==> src/rtl/spi_master_ram_ctrl.sv <==
// SPI master for the SPI-slave/single-port-RAM block.
// Sends one 10-bit frame {cmd, payload} per start and, for read-data (cmd 11),
// receives the returned RAM byte on MISO. Shares clk with the slave (one bit per clk).
// Optional command-order checker: define SPI_MASTER_CMD_ORDER_CHK_EN.
//
// state   | meaning
// --------|----------------------------------------------------------
// S_IDLE  | SS_n high, waiting for start
// S_LOAD  | SS_n low, slave command-check cycle, MOSI shows frame[9]
// S_SHIFT | 10 frame bits on MOSI, MSB first
// S_WAIT  | read latency before the first MISO bit (cmd 11 only)
// S_RECV  | 8 MISO bits shifted in (cmd 11 only)
// S_GAP   | SS_n high inter-frame gap, done pulse in first cycle
module spi_master_ram_ctrl #(
    parameter int RD_LATENCY = 2,
    parameter int IDLE_GAP   = 1
) (
    input  logic       clk,
    input  logic       rst,
    input  logic       start,
    input  logic [1:0] cmd,
    input  logic [7:0] payload,
    output logic       busy,
    output logic       done,
    output logic [7:0] rd_data,
    output logic       rd_valid,
    output logic       err,
    output logic       SS_n,
    output logic       MOSI,
    input  logic       MISO
);

    typedef enum logic [2:0] {S_IDLE, S_LOAD, S_SHIFT, S_WAIT, S_RECV, S_GAP} state_t;

    localparam logic [3:0] RL_CNT  = 4'(RD_LATENCY - 1);
    localparam logic [3:0] GAP_CNT = 4'(IDLE_GAP - 1);

    state_t     state, state_n;
    logic [3:0] cnt, cnt_n;
    logic [9:0] frame, frame_n;
    logic       is_rd, is_rd_n;
    logic [7:0] rx_sr;
    logic       accept;
    logic       ss_n_d, mosi_d, done_d, busy_d;

    // Next-state and down-counter; the counter holds remaining cycles minus one.
    always_comb begin
        state_n = state;
        cnt_n   = cnt;
        frame_n = frame;
        is_rd_n = is_rd;
        accept  = 1'b0;
        case (state)
            S_IDLE: begin
                if (start) begin
                    accept  = 1'b1;
                    state_n = S_LOAD;
                    frame_n = {cmd, payload};
                    is_rd_n = (cmd == 2'b11);
                end
            end
            S_LOAD: begin
                state_n = S_SHIFT;
                cnt_n   = 4'd9;
            end
            S_SHIFT: begin
                if (cnt == 4'd0) begin
                    if (is_rd) begin
                        state_n = S_WAIT;
                        cnt_n   = RL_CNT;
                    end else begin
                        state_n = S_GAP;
                        cnt_n   = GAP_CNT;
                    end
                end else begin
                    cnt_n = cnt - 4'd1;
                end
            end
            S_WAIT: begin
                if (cnt == 4'd0) begin
                    state_n = S_RECV;
                    cnt_n   = 4'd7;
                end else begin
                    cnt_n = cnt - 4'd1;
                end
            end
            S_RECV: begin
                if (cnt == 4'd0) begin
                    state_n = S_GAP;
                    cnt_n   = GAP_CNT;
                end else begin
                    cnt_n = cnt - 4'd1;
                end
            end
            S_GAP: begin
                if (cnt == 4'd0) begin
                    state_n = S_IDLE;
                end else begin
                    cnt_n = cnt - 4'd1;
                end
            end
            default: state_n = S_IDLE;
        endcase
    end

    // Pin values are decoded from the next state so the registered outputs line up with it.
    always_comb begin
        ss_n_d = (state_n == S_IDLE) || (state_n == S_GAP);
        busy_d = (state_n != S_IDLE);
        done_d = (state_n == S_GAP) && (state != S_GAP);
        mosi_d = 1'b0;
        if (state_n == S_LOAD) begin
            mosi_d = frame_n[9];
        end else if (state_n == S_SHIFT) begin
            mosi_d = frame_n[cnt_n];
        end
    end

    // State, datapath and registered outputs.
    always_ff @(posedge clk) begin
        if (rst) begin
            state    <= S_IDLE;
            cnt      <= 4'd0;
            frame    <= 10'd0;
            is_rd    <= 1'b0;
            rx_sr    <= 8'h00;
            SS_n     <= 1'b1;
            MOSI     <= 1'b0;
            busy     <= 1'b0;
            done     <= 1'b0;
            rd_valid <= 1'b0;
            rd_data  <= 8'h00;
        end else begin
            state    <= state_n;
            cnt      <= cnt_n;
            frame    <= frame_n;
            is_rd    <= is_rd_n;
            SS_n     <= ss_n_d;
            MOSI     <= mosi_d;
            busy     <= busy_d;
            done     <= done_d;
            rd_valid <= done_d && is_rd;
            if (state == S_RECV) begin
                rx_sr <= {rx_sr[6:0], MISO};
                // rd_data only changes when a full byte has arrived
                if (state_n == S_GAP) begin
                    rd_data <= {rx_sr[6:0], MISO};
                end
            end
        end
    end

`ifdef SPI_MASTER_CMD_ORDER_CHK_EN
    logic wa_seen, ra_seen;

    // Each data command must be preceded by its address command; err is sticky.
    always_ff @(posedge clk) begin
        if (rst) begin
            wa_seen <= 1'b0;
            ra_seen <= 1'b0;
            err     <= 1'b0;
        end else if (accept) begin
            case (cmd)
                2'b00: wa_seen <= 1'b1;
                2'b01: begin
                    if (!wa_seen) err <= 1'b1;
                    wa_seen <= 1'b0;
                end
                2'b10: ra_seen <= 1'b1;
                default: begin
                    if (!ra_seen) err <= 1'b1;
                    ra_seen <= 1'b0;
                end
            endcase
        end
    end
`else
    assign err = 1'b0;
`endif

endmodule

==> config.mk <==
export PLATFORM = sky130hd
export DESIGN_NAME = spi_master_ram_ctrl
export DESIGN_NICKNAME = d
export VERILOG_FILES = /design/src/rtl/spi_master_ram_ctrl.sv
export SDC_FILE = /design/constraint.sdc
export NUM_CORES = 1
export LEC_CHECK = 0
export CORE_MARGIN = 2
export CORE_UTILIZATION = 45
export DETAILED_ROUTE_END_ITERATION = 7
export HOLD_SLACK_MARGIN = 0.08
export PLACE_DENSITY = 0.66
export SLEW_MARGIN = 20
export SYNTH_ARGS = -nofsm -noshare
export SYNTH_HDL_FRONTEND = slang
export SYNTH_SLANG_ARGS = --single-unit
==> constraint.sdc <==
create_clock -name clk -period 3.4 [get_ports clk]
set_clock_uncertainty 0.1 [all_clocks]
set_input_delay 0.68 -clock clk [delete_from_list [all_inputs] [get_ports clk]]
set_output_delay 0.68 -clock clk [all_outputs]
set_load 0.01 [all_outputs]
## Word level (Yosys, flattened, before mapping)

Index checks and enable logic that the tools add are counted.
Widths: inputs -> output; s select.

| storage, ports and cells | value |
|---|---|
| flip-flop bits (word level) | 38 |
| input port bits | 14 |
| output and inout bits | 14 |
| logic and storage cells | 51 |

| operators by class | value |
|---|---|
| $add $sub $neg | 1 |
| $lt $le $gt $ge | 1 |
| equal/unequal tests | 10 |
| muxes and demuxes | 19 |
| reductions and logical operators | 9 |

Operators by type and width:

| operator | count |
|---|---|
| $mux 10 | 2 |
| $pmux 4 s5 | 1 |
| $mux 3 | 6 |
| $pmux 3 s6 | 1 |
| $mux 4 | 4 |
| $eq 3x2->1 const B | 3 |
| $eq 3x3->1 const B | 3 |
| $eq 3x1->1 const B | 2 |
| $logic_not 3->1 | 2 |
| $lt 4x5->1 const B | 1 |
| $bmux 1 s4 | 1 |
| $logic_not 4->1 | 1 |
| $mux 1 | 4 |
| $reduce_and 2->1 | 2 |
| $sub 4x1->4 const B | 1 |
| $ne 3x3->1 const B | 1 |
| $reduce_bool 3->1 | 1 |
| $eq 2x2->1 const B | 1 |
| $logic_and 1x1->1 | 2 |
| $logic_or 1x1->1 | 1 |

## Logic depth before layout (Yosys ltp)

Gate-level depths: netlist of the first run.

| depth | value |
|---|---|
| word-level depth | 7 |
| gate-level depth with buffers | 13 |
| depth with buffers taken out | 13 |

## Worst setup path before layout of the first run

OpenSTA, ideal clock, no wires.

| timing | value |
|---|---|
| kind | register to register |
| start | register cnt[0] |
| end | register MOSI |
| setup time | 61 ps |
| arrival | 2477 ps |
| data required time | 3239 ps |
| path slack | 763 ps |
| cell stages (with the launch flop) | 14 |
| buffers on the path | 0 |
| period minus slack after synthesis | 2637 ps |
| path through | dfxtp_1 -> inv_1 -> ha_1 -> nand2b_4 -> nor2_4 -> inv_2 -> ha_1 -> nand2b_1 -> a32oi_1 -> o22ai_2 -> mux2i_1 -> nand2_1 -> a2111oi_2 -> a32o_1 |

| between the ends | value |
|---|---|
| longest elaborated chain between the ends | 7 |
| elaborated cells on any way between the ends | 18 |
| classes of those cells | add/sub: 1; eq/ne: 2; mux: 14; reduce/logical: 1 |

RTL lines:

| element | RTL line | RTL |
|---|---|---|
| start: declaration | 39 | `logic [3:0] cnt, cnt_n;` |
| start signal: assignment | 135 | `cnt <= cnt_n;` |
| $sub 4x1->4 or $logic_not 4->1 (tied branches) | - |  |
| $mux 4 (on tied branches) | - |  |
| $pmux 4 s5 | 53 | `case (state)` |
| $bmux 1 s4 | 115 | `mosi_d = frame_n[cnt_n];` |
| $mux 1 (not written as such) | 115 |  |
| $mux 1 | 114 | `end else if (state_n == S_SHIFT) begin` |
| $mux 1 * | 112 | `if (state_n == S_LOAD) begin` |
| end signal: assignment | 139 | `MOSI <= mosi_d;` |
| end: declaration | 29 | `output logic MOSI,` |

Mark *: on every way between the ends. The rest lies on a longest branch, timed or not. The select of a mux whose other input is x is not followed.
A chain may end at the register's enable or synchronous reset.

## Worst setup path in the final report of the first run

Same ends and word-level chain as after synthesis.

==> results of run 1 <==
cell type report:
cell class | count | area [sq um] | area share
Clock buffer | 8 | 110.1 | 0.05081
Inverter | 9 | 33.78 | 0.01559
Multi-Input combinational cell | 132 | 912.1 | 0.4209
Sequential cell | 38 | 760.7 | 0.3510
Tap cell | 48 | 60.06 | 0.02771
Timing Repair Buffer | 30 | 290.3 | 0.1339
per-layer routing:
metal	share of wire	up-vias	routed length (um)	GRT usage
met5	0	-	0	0
met4	0.010	0	35	0.06122
met3	0.034	4	118	0.03547
met2	0.47	29	1645	0.2875
met1	0.48	690	1681	0.2252
li1	-	711	-	-
state kept, by name (all words and copies together) (netlist names):
signal and cells:
frame 10, rd_data 8, rx_sr 7, cnt 4, state 3, MOSI 1
SS_n 1, busy 1, done 1, is_rd 1, rd_valid 1
worst max path at each step:
| stage | startpoint | end | slack, ns | depth (start not counted) |
|---|---|---|---|---|
| after floorplan | cnt[0] | MOSI | 0.76 | 13 |
| after global placement | cnt[0] | MOSI | 0.59 | 13 |
| final | cnt[0] | MOSI | 0.51 | 13 |
| after global routing | cnt[0] | MOSI | 0.28 | 13 |
| after CTS | cnt[0] | MOSI | 0.51 | 13 |
| after detailed placement | cnt[0] | MOSI | 0.53 | 13 |
worst max-delay path: cells and delay by family (launching register included):
kind | cells | cell delay [ns]
buf+inv | 2 | 0.22
simple gates | 4 | 0.40
mux | 1 | 0.23
fa+ha+maj | 2 | 0.51
compound gates | 4 | 1.01
flops | 1 | 0.36
stage by stage:
stage	instance area, sq um	worst slack [ns]
detailed placement	2057	0.5323
finish	2167	0.5108
global route	2167	0.2843
global placement	2057	0.5911
floorplan	1765	0.7627
CTS	2167	0.5051
power groups by stage:
stage	sequential (uW)	clock (uW)	combinational, uW
6_report	585	355	739
5_1_grt	597	385	818
4_1_cts	585	364	740
3_5_place_dp	595	0	734
3_3_place_gp	593	0	723
2_1_floorplan	561	0	609
layout by cell type (no fill, tap or decap), types with 2 or more instances in the layout:
| cell type | netlist | routed |
|---|---|---|
| sky130_fd_sc_hd__o311ai_0 | 2 | 2 |
| sky130_fd_sc_hd__nand2_1 | 9 | 9 |
| sky130_fd_sc_hd__nor2_1 | 33 | 33 |
| sky130_fd_sc_hd__clkbuf_8 | 0 | 8 |
| sky130_fd_sc_hd__mux2i_1 | 31 | 31 |
| sky130_fd_sc_hd__nor4_1 | 2 | 2 |
| sky130_fd_sc_hd__inv_1 | 8 | 8 |
| sky130_fd_sc_hd__and2_1 | 2 | 2 |
| sky130_fd_sc_hd__ha_1 | 3 | 3 |
| sky130_fd_sc_hd__nor3_2 | 2 | 2 |
| sky130_fd_sc_hd__clkdlybuf4s50_1 | 0 | 26 |
| sky130_fd_sc_hd__nor3_1 | 4 | 4 |
| sky130_fd_sc_hd__nor2b_1 | 3 | 3 |
| sky130_fd_sc_hd__buf_4 | 3 | 4 |
| sky130_fd_sc_hd__nand2b_1 | 3 | 3 |
| sky130_fd_sc_hd__a21oi_1 | 10 | 10 |
| sky130_fd_sc_hd__o21ai_0 | 3 | 3 |
| sky130_fd_sc_hd__dfxtp_1 | 38 | 38 |
kinds of logic (layout without fill, tap and decap cells):
| logic type | count (synthesis) | in the layout |
|---|---|---|
| AO/OA/AOI/OAI | 29 | 29 |
| buffers and inverters | 21 | 47 |
| other | 1 | 1 |
| AND/OR/NAND/NOR | 66 | 66 |
| multiplexers | 31 | 31 |
| adder cells (fa/ha/maj) | 4 | 4 |
| flip-flops | 38 | 38 |
| XOR/XNOR | 1 | 1 |
==> metrics.md, run 1 <==
| Metric | Value |
|---|---|
| Static leakage | 0.0008920 uW |
| Initial core utilization | 0.4751 |
| Fin. max-slew vios | 0 |
| Hold-critical path depth | 2 |
| Net Sw Power | 631.5 uW |
| Area of the core | 0.003716 sq mm |
| Global-route wire length before repair | 5.996 mm |
| Die Footprint | between 0.004 and 0.005 sq mm |
| Cell depth of the worst flop-to-flop path | 13 |
| Maximum count of clock buffers along a single path | 2 |
| Adder-Cell Fraction of Synth Area | 0.02693 |
| Clk pwr share | 0.211 |
| Total of hold buffers inserted after clock tree synthesis | 0 |
| Reg2Reg Setup Slack | approximately 0.51 ns |
| Count of pins on the block boundary | 28 |
| Layout Area Growth over Synthesis | 22.75% |
| Cell with the most instances after synthesis | sky130_fd_sc_hd__dfxtp_1 |
| Internal Power | approximately 1000 uW |
| Parity-gate share of the synthesized area counting xor and xnor cells | 0.004961 |
| Final Hold Viols | 0 |
| Distinct cell type count of the synthesized netlist | 45 |
| Reported max-cap violation count | 0 |
| Root cell of the clock tree | sky130_fd_sc_hd__clkbuf_8 |
| Avg WL per Cell | roughly 13 um |
| Remaining global-route overflow | 0 |
| Dominant combinational cell family by area after synthesis | simple AND/OR/NAND/NOR gates |
| Number of buffers added by the clock tree synthesis step | 5 |
| Count of mapped cells out of synthesis | ~190 |
| Register area share after synthesis | 0.4309 |
| RSZ-0062 raised after global routing | false |
| Post-Syn Area | 0.001765 sq mm |
| Fraction of layout instances using a drive strength above 1 | 0.09217 |
| Cell types with the largest area share after synthesis | sky130_fd_sc_hd__dfxtp_1, sky130_fd_sc_hd__mux2i_1, sky130_fd_sc_hd__nor2_1 |
| Critical Path Start Type | flop |
| Final Util | 0.5832 |
| Most area-hungry cell type in the Yosys netlist | sky130_fd_sc_hd__dfxtp_1 |
| Type of the tightest min-delay check | reg -> reg |
| Antenna-violating nets left | 0 |
| Post-CTS sizing | 0 |
| Clock input transition at the sequential cells of the worst setup and hold paths | 0.07 ns |
| Setup-failing EPs final | 0 |
| Worst Path Arrival | ~3.0 ns |
| DP Wirelength | approximately 2.5 mm |
| Worst R2R Start | cnt[0] |
| Port bufs | 26 |
| Synthesized flop and latch total | 38 |
| Clk Latency, worst-skew pair | approximately 0.28 ns |
| Die Ht | 66.64 um |
| Worst-case hold path end point | frame[3] |
| Routed WL | about 3.5 mm |
| Drt drc | 0 |
| End of the worst register-to-register path | MOSI |
| H-Tree Depth | 2 |
| EDFF count, synth | 0 |
| Clock tree from TritonCTS | yes |
| Crit Path Max Fanout | 9 |
| Antenna diodes | 0 |
| Overall via count from detail_route | around 1400 |
| Average footprint of a synthesized cell | 9.243 sq um |
| Share of synthesized flip-flops with an asynchronous set or reset | 0 |
| Pin count of the biggest net entering global routing | 25 |
| Type of the worst setup path | reg -> reg |
| Critical-path cell with the highest stage delay | sky130_fd_sc_hd__o22ai_2 |
| Min Clock Period, post-route | approximately 2.9 ns |
| Worst hold-check slack | around 0.39 ns |
| Proportion of netlist area held by the largest area contributor | 0.4309 |
| Top flip-flop cell by instance count after synthesis | sky130_fd_sc_hd__dfxtp_1 |
| Antenna violations before repair | 0 |
| Ratio of routed vias to standard cells | around 5.4 |
| Sequential share of power | 0.349 |
| Vias in the first global route | roughly 1300 |
| RePlAce Congestion | a little over 0.9 |
| Sink Count | 38 |
| Power per cell area | 774.7 mW/mm^2 |
| Finished Layout Cells | between 200 and 300 |
| Count of TritonRoute iterations in the first routing pass | 4 |
| Status | finished clean |
| Relative slew slack | 0.3874 |
| Compound-cell area share of the yosys netlist | 0.1205 |
| Yosys warning total | 0 |
| Final setup TNS | 0 ns |
| Cell Count Post-Placement | approximately 260 |
| Data required time of the worst path | between 3 and 4 ns |
| Synth cell count leaders | sky130_fd_sc_hd__dfxtp_1, sky130_fd_sc_hd__nor2_1, sky130_fd_sc_hd__mux2i_1 |
| Global-route usage over all layers | 0.1744 |
| Post-Synthesis Net Count | between 200 and 250 |
| Starting DRC count in detailed routing | 115 |
| Slew of the pin with the lowest slew margin | roughly 0.9 ns |
| Top achievable clock speed | around 350 MHz |
| Cell repeated most along the worst path | sky130_fd_sc_hd__ha_1 |
| Total chip power | ~1700 uW |
| Fraction of power spent switching nets | 0.3762 |
| Share of the clock period used by the worst path | 0.8498 |
| Horiz. Die Dim | 66.64 um |
| Fill cell count | roughly 330 |
| Std cell rows | 22 |
| Cell-by-cell trace of the critical path | inv_1 > ha_1 > nand2b_4 > nor2_4 > inv_2 > ha_1 > nand2b_1 > a32oi_1 > o22ai_2 > mux2i_1 > nand2_1 > a2111oi_2 > a32o_1 |
| Comb pwr share | 0.440 |
| Peak supply drop | around 320 uV |
| Basic-gate share of the synthesized area counting and, or, nand and nor cells | 0.1864 |
| Hold path startpoint | frame[3] |
| Mux cell area share after synthesis | 0.1758 |
| Type of destination of the critical path | flop |
| Number of buffers inserted to repair setup after CTS | 0 |
| Net count reported at finish | around 230 |
| Maximum cell stage delay along the critical path | roughly 0.38 ns |
Power figures use the tool's default switching activity.
==> run 2, diff against run 1 <==
Clock period 3.4 ns to 2.91 ns, I/O delays scaled along.
==> metrics.md, run 2 (synthesis gave the netlist of run 1 again) <==
| Metric | Value |
|---|---|
| H-Tree Depth | 2 |
| Leading cell type in the layout, fill and taps excluded | sky130_fd_sc_hd__dfxtp_1 |
| Clock input transition at the sequential cells of the worst setup and hold paths | about 0.07 ns |
| Pin count of the biggest net entering global routing | 16 |
| Clock tree from TritonCTS | yes |
| Die Footprint | 0.004440 sq mm |
| Cell-by-cell trace of the critical path | inv_2 > ha_4 > nand2b_4 > nor2_4 > inv_2 > ha_1 > nand2b_1 > a32oi_2 > o22ai_4 > buf_4 > mux2i_1 > mux2i_1 > o32ai_1 > a32o_1 |
| Registers with the most flip-flops | frame x10, rd_data x8, rx_sr x7 |
| Worst R2R Start | cnt[1] |
| Fin. max-slew vios | 0 |
| Root cell of the clock tree | sky130_fd_sc_hd__clkbuf_8 |
| Most used cells in the layout excluding fill and tap cells | sky130_fd_sc_hd__dfxtp_1, sky130_fd_sc_hd__nor2_1, sky130_fd_sc_hd__mux2i_1 |
| Number of buffers added by the clock tree synthesis step | 5 |
| Starting DRC count in detailed routing | 85 |
| Hold path startpoint | frame[3] |
| Type of destination of the critical path | flop |
| Count of pins on the block boundary | 28 |
| Initial core utilization | 0.4751 |
| Kind of cell with the highest combined delay on the critical path | compound AO/OA/AOI/OAI gates |
| Status | finished clean |
| Type of the worst setup path | reg -> reg |
| Data required time of the worst path | about 3.0 ns |
| Die Ht | approximately 67 um |
| Reg2Reg Setup Slack | around 0.15 ns |
| Horiz. Die Dim | around 67 um |
| Worst path buffer plus inverter count | 3 |
| Antenna violations before repair | 0 |
| Type of the tightest min-delay check | reg -> reg |
| Drt drc | 0 |
| Cell depth of the worst flop-to-flop path | 14 |
| Final Hold Viols | 0 |
| Net count reported at finish | approximately 250 |
| Count of TritonRoute iterations in the first routing pass | 4 |
| Maximum cell stage delay along the critical path | about 0.35 ns |
| DP Wirelength | 2.847 mm |
| Share of the clock period used by the worst path | 0.9476 |
| Max reg flops | 10 |
| Power per cell area | 946.2 mW/mm^2 |
| Port bufs | 26 |
| Top achievable clock speed | between 300 and 400 MHz |
| Remaining global-route overflow | 0 |
| Crit Path Max Fanout | 6 |
| End of the worst register-to-register path | MOSI |
| Worst-case hold path end point | frame[3] |
| Maximum count of clock buffers along a single path | 2 |
| Worst Path Arrival | approximately 2.9 ns |
| RePlAce Congestion | ~0.91 |
| Fraction of layout instances using a drive strength above 1 | 0.1535 |
| Overall via count from detail_route | 1440 |
| Static leakage | between 0.0009 and 0.001 uW |
| Min Clock Period, post-route | ~2.8 ns |
| Cell area reported after detailed placement | ~0.0021 sq mm |
| Ratio of routed vias to standard cells | 5.217 |
| Vias in the first global route | roughly 1400 |
| Layout Area Growth over Synthesis | 28.35% |
| Fill cell count | roughly 340 |
| Path length in cells of the critical path | 14 |
| Total chip power | 2144 uW |
| Slew of the pin with the lowest slew margin | roughly 0.53 ns |
| Hold-critical path depth | 2 |
| Global-route usage over all layers | 0.1953 |
| Sink Count | 38 |
| Relative slew slack | 0.6429 |
| Std cell rows | 22 |
| Critical Path Start Type | flop |
| Summed area of non-filler cells in the final layout | 0.002266 sq mm |
| Area of the core | between 0.003 and 0.004 sq mm |
| Global-route wire length before repair | approximately 6.5 mm |
| Peak supply drop | about 400 uV |
| Avg WL per Cell | around 14 um |
| Clk Latency, worst-skew pair | ~0.28 ns |
| Setup-failing EPs final | 0 |
| Critical-path cell with the highest stage delay | sky130_fd_sc_hd__dfxtp_1 |
| Final setup TNS | 0 ns |
| Antenna diodes | 0 |
| Antenna-violating nets left | 0 |
| Total of hold buffers inserted after clock tree synthesis | 0 |
| Routed WL | slightly below 4 mm |
| Register name with the most flops | frame |
| Reported max-cap violation count | 0 |
==> run 2: worst max path at each step <==
stage	to	slack, ns	start
6_report	MOSI	0.15	cnt[1]
5_1_grt	MOSI	-0.02	cnt[0]
4_1_cts	MOSI	0.05	cnt[0]
3_5_place_dp	MOSI	0.04	cnt[1]
3_3_place_gp	MOSI	0.21	cnt[1]
2_1_floorplan	MOSI	0.27	cnt[0]
==> run 2: layer usage <==
metal / part of all wire / vias up / track usage
met5: 0 / - / 0
met4: 0.016 / 0 / 0.09949
li1: - / 733 / -
met3: 0.030 / 6 / 0.05068
met1: 0.46 / 677 / 0.2442
met2: 0.50 / 24 / 0.3088
==> run 2: what timing repair did <==
action | 4_1_cts | 5_1_grt
endpoints found under the setup margin | 1 | 1
cloned | 0 | 0
pin swaps | 0 | 3
setup buffers | 0 | 6
resized for setup | 1 | 6
endpoints found under the hold margin | 0 | 0
==> run 2: metrics by stage <==
stage | hold WS (ns) | worst slack (ns) | util | std cells
6_report | 0.3938 | 0.1526 | 0.6098 | 276
4_1_cts | 0.4024 | 0.04768 | 0.5889 | 270
2_1_floorplan | 0.3547 | 0.2727 | - | 191
3_5_place_dp | 0.3819 | 0.04094 | 0.5657 | 263
3_3_place_gp | 0.3748 | 0.2075 | 0.5657 | 263
5_1_grt | 0.4304 | -0.01997 | 0.6098 | 276
==> run 2: layout make-up <==
class                      instances  area, sq um  share of cell area
multi-input combinational        132        952.2              0.4202
sequential                        38        760.7              0.3357
timing repair buffer              42        380.4              0.1679
clock buffer                       5        68.82             0.03037
tap                               48        60.06             0.02650
inverter                           9        33.78             0.01491
clock inverter                     2        10.01            0.004417
==> run 2: worst reg2reg max path, delay by kind of cell (launching register included) <==
kind / cells / cell delay (ns)
AO/OA/AOI/OAI: 4 / 0.89
adder cells (fa/ha/maj): 2 / 0.42
flip-flops: 1 / 0.35
AND/OR/NAND/NOR: 3 / 0.34
buffers and inverters: 3 / 0.34
multiplexers: 2 / 0.27
==> run 2: where the power goes <==
group	total [uW]	internal, uW	switching (uW)
clock	336	161	175
combinational	1150	558	590
sequential	661	598	63.0
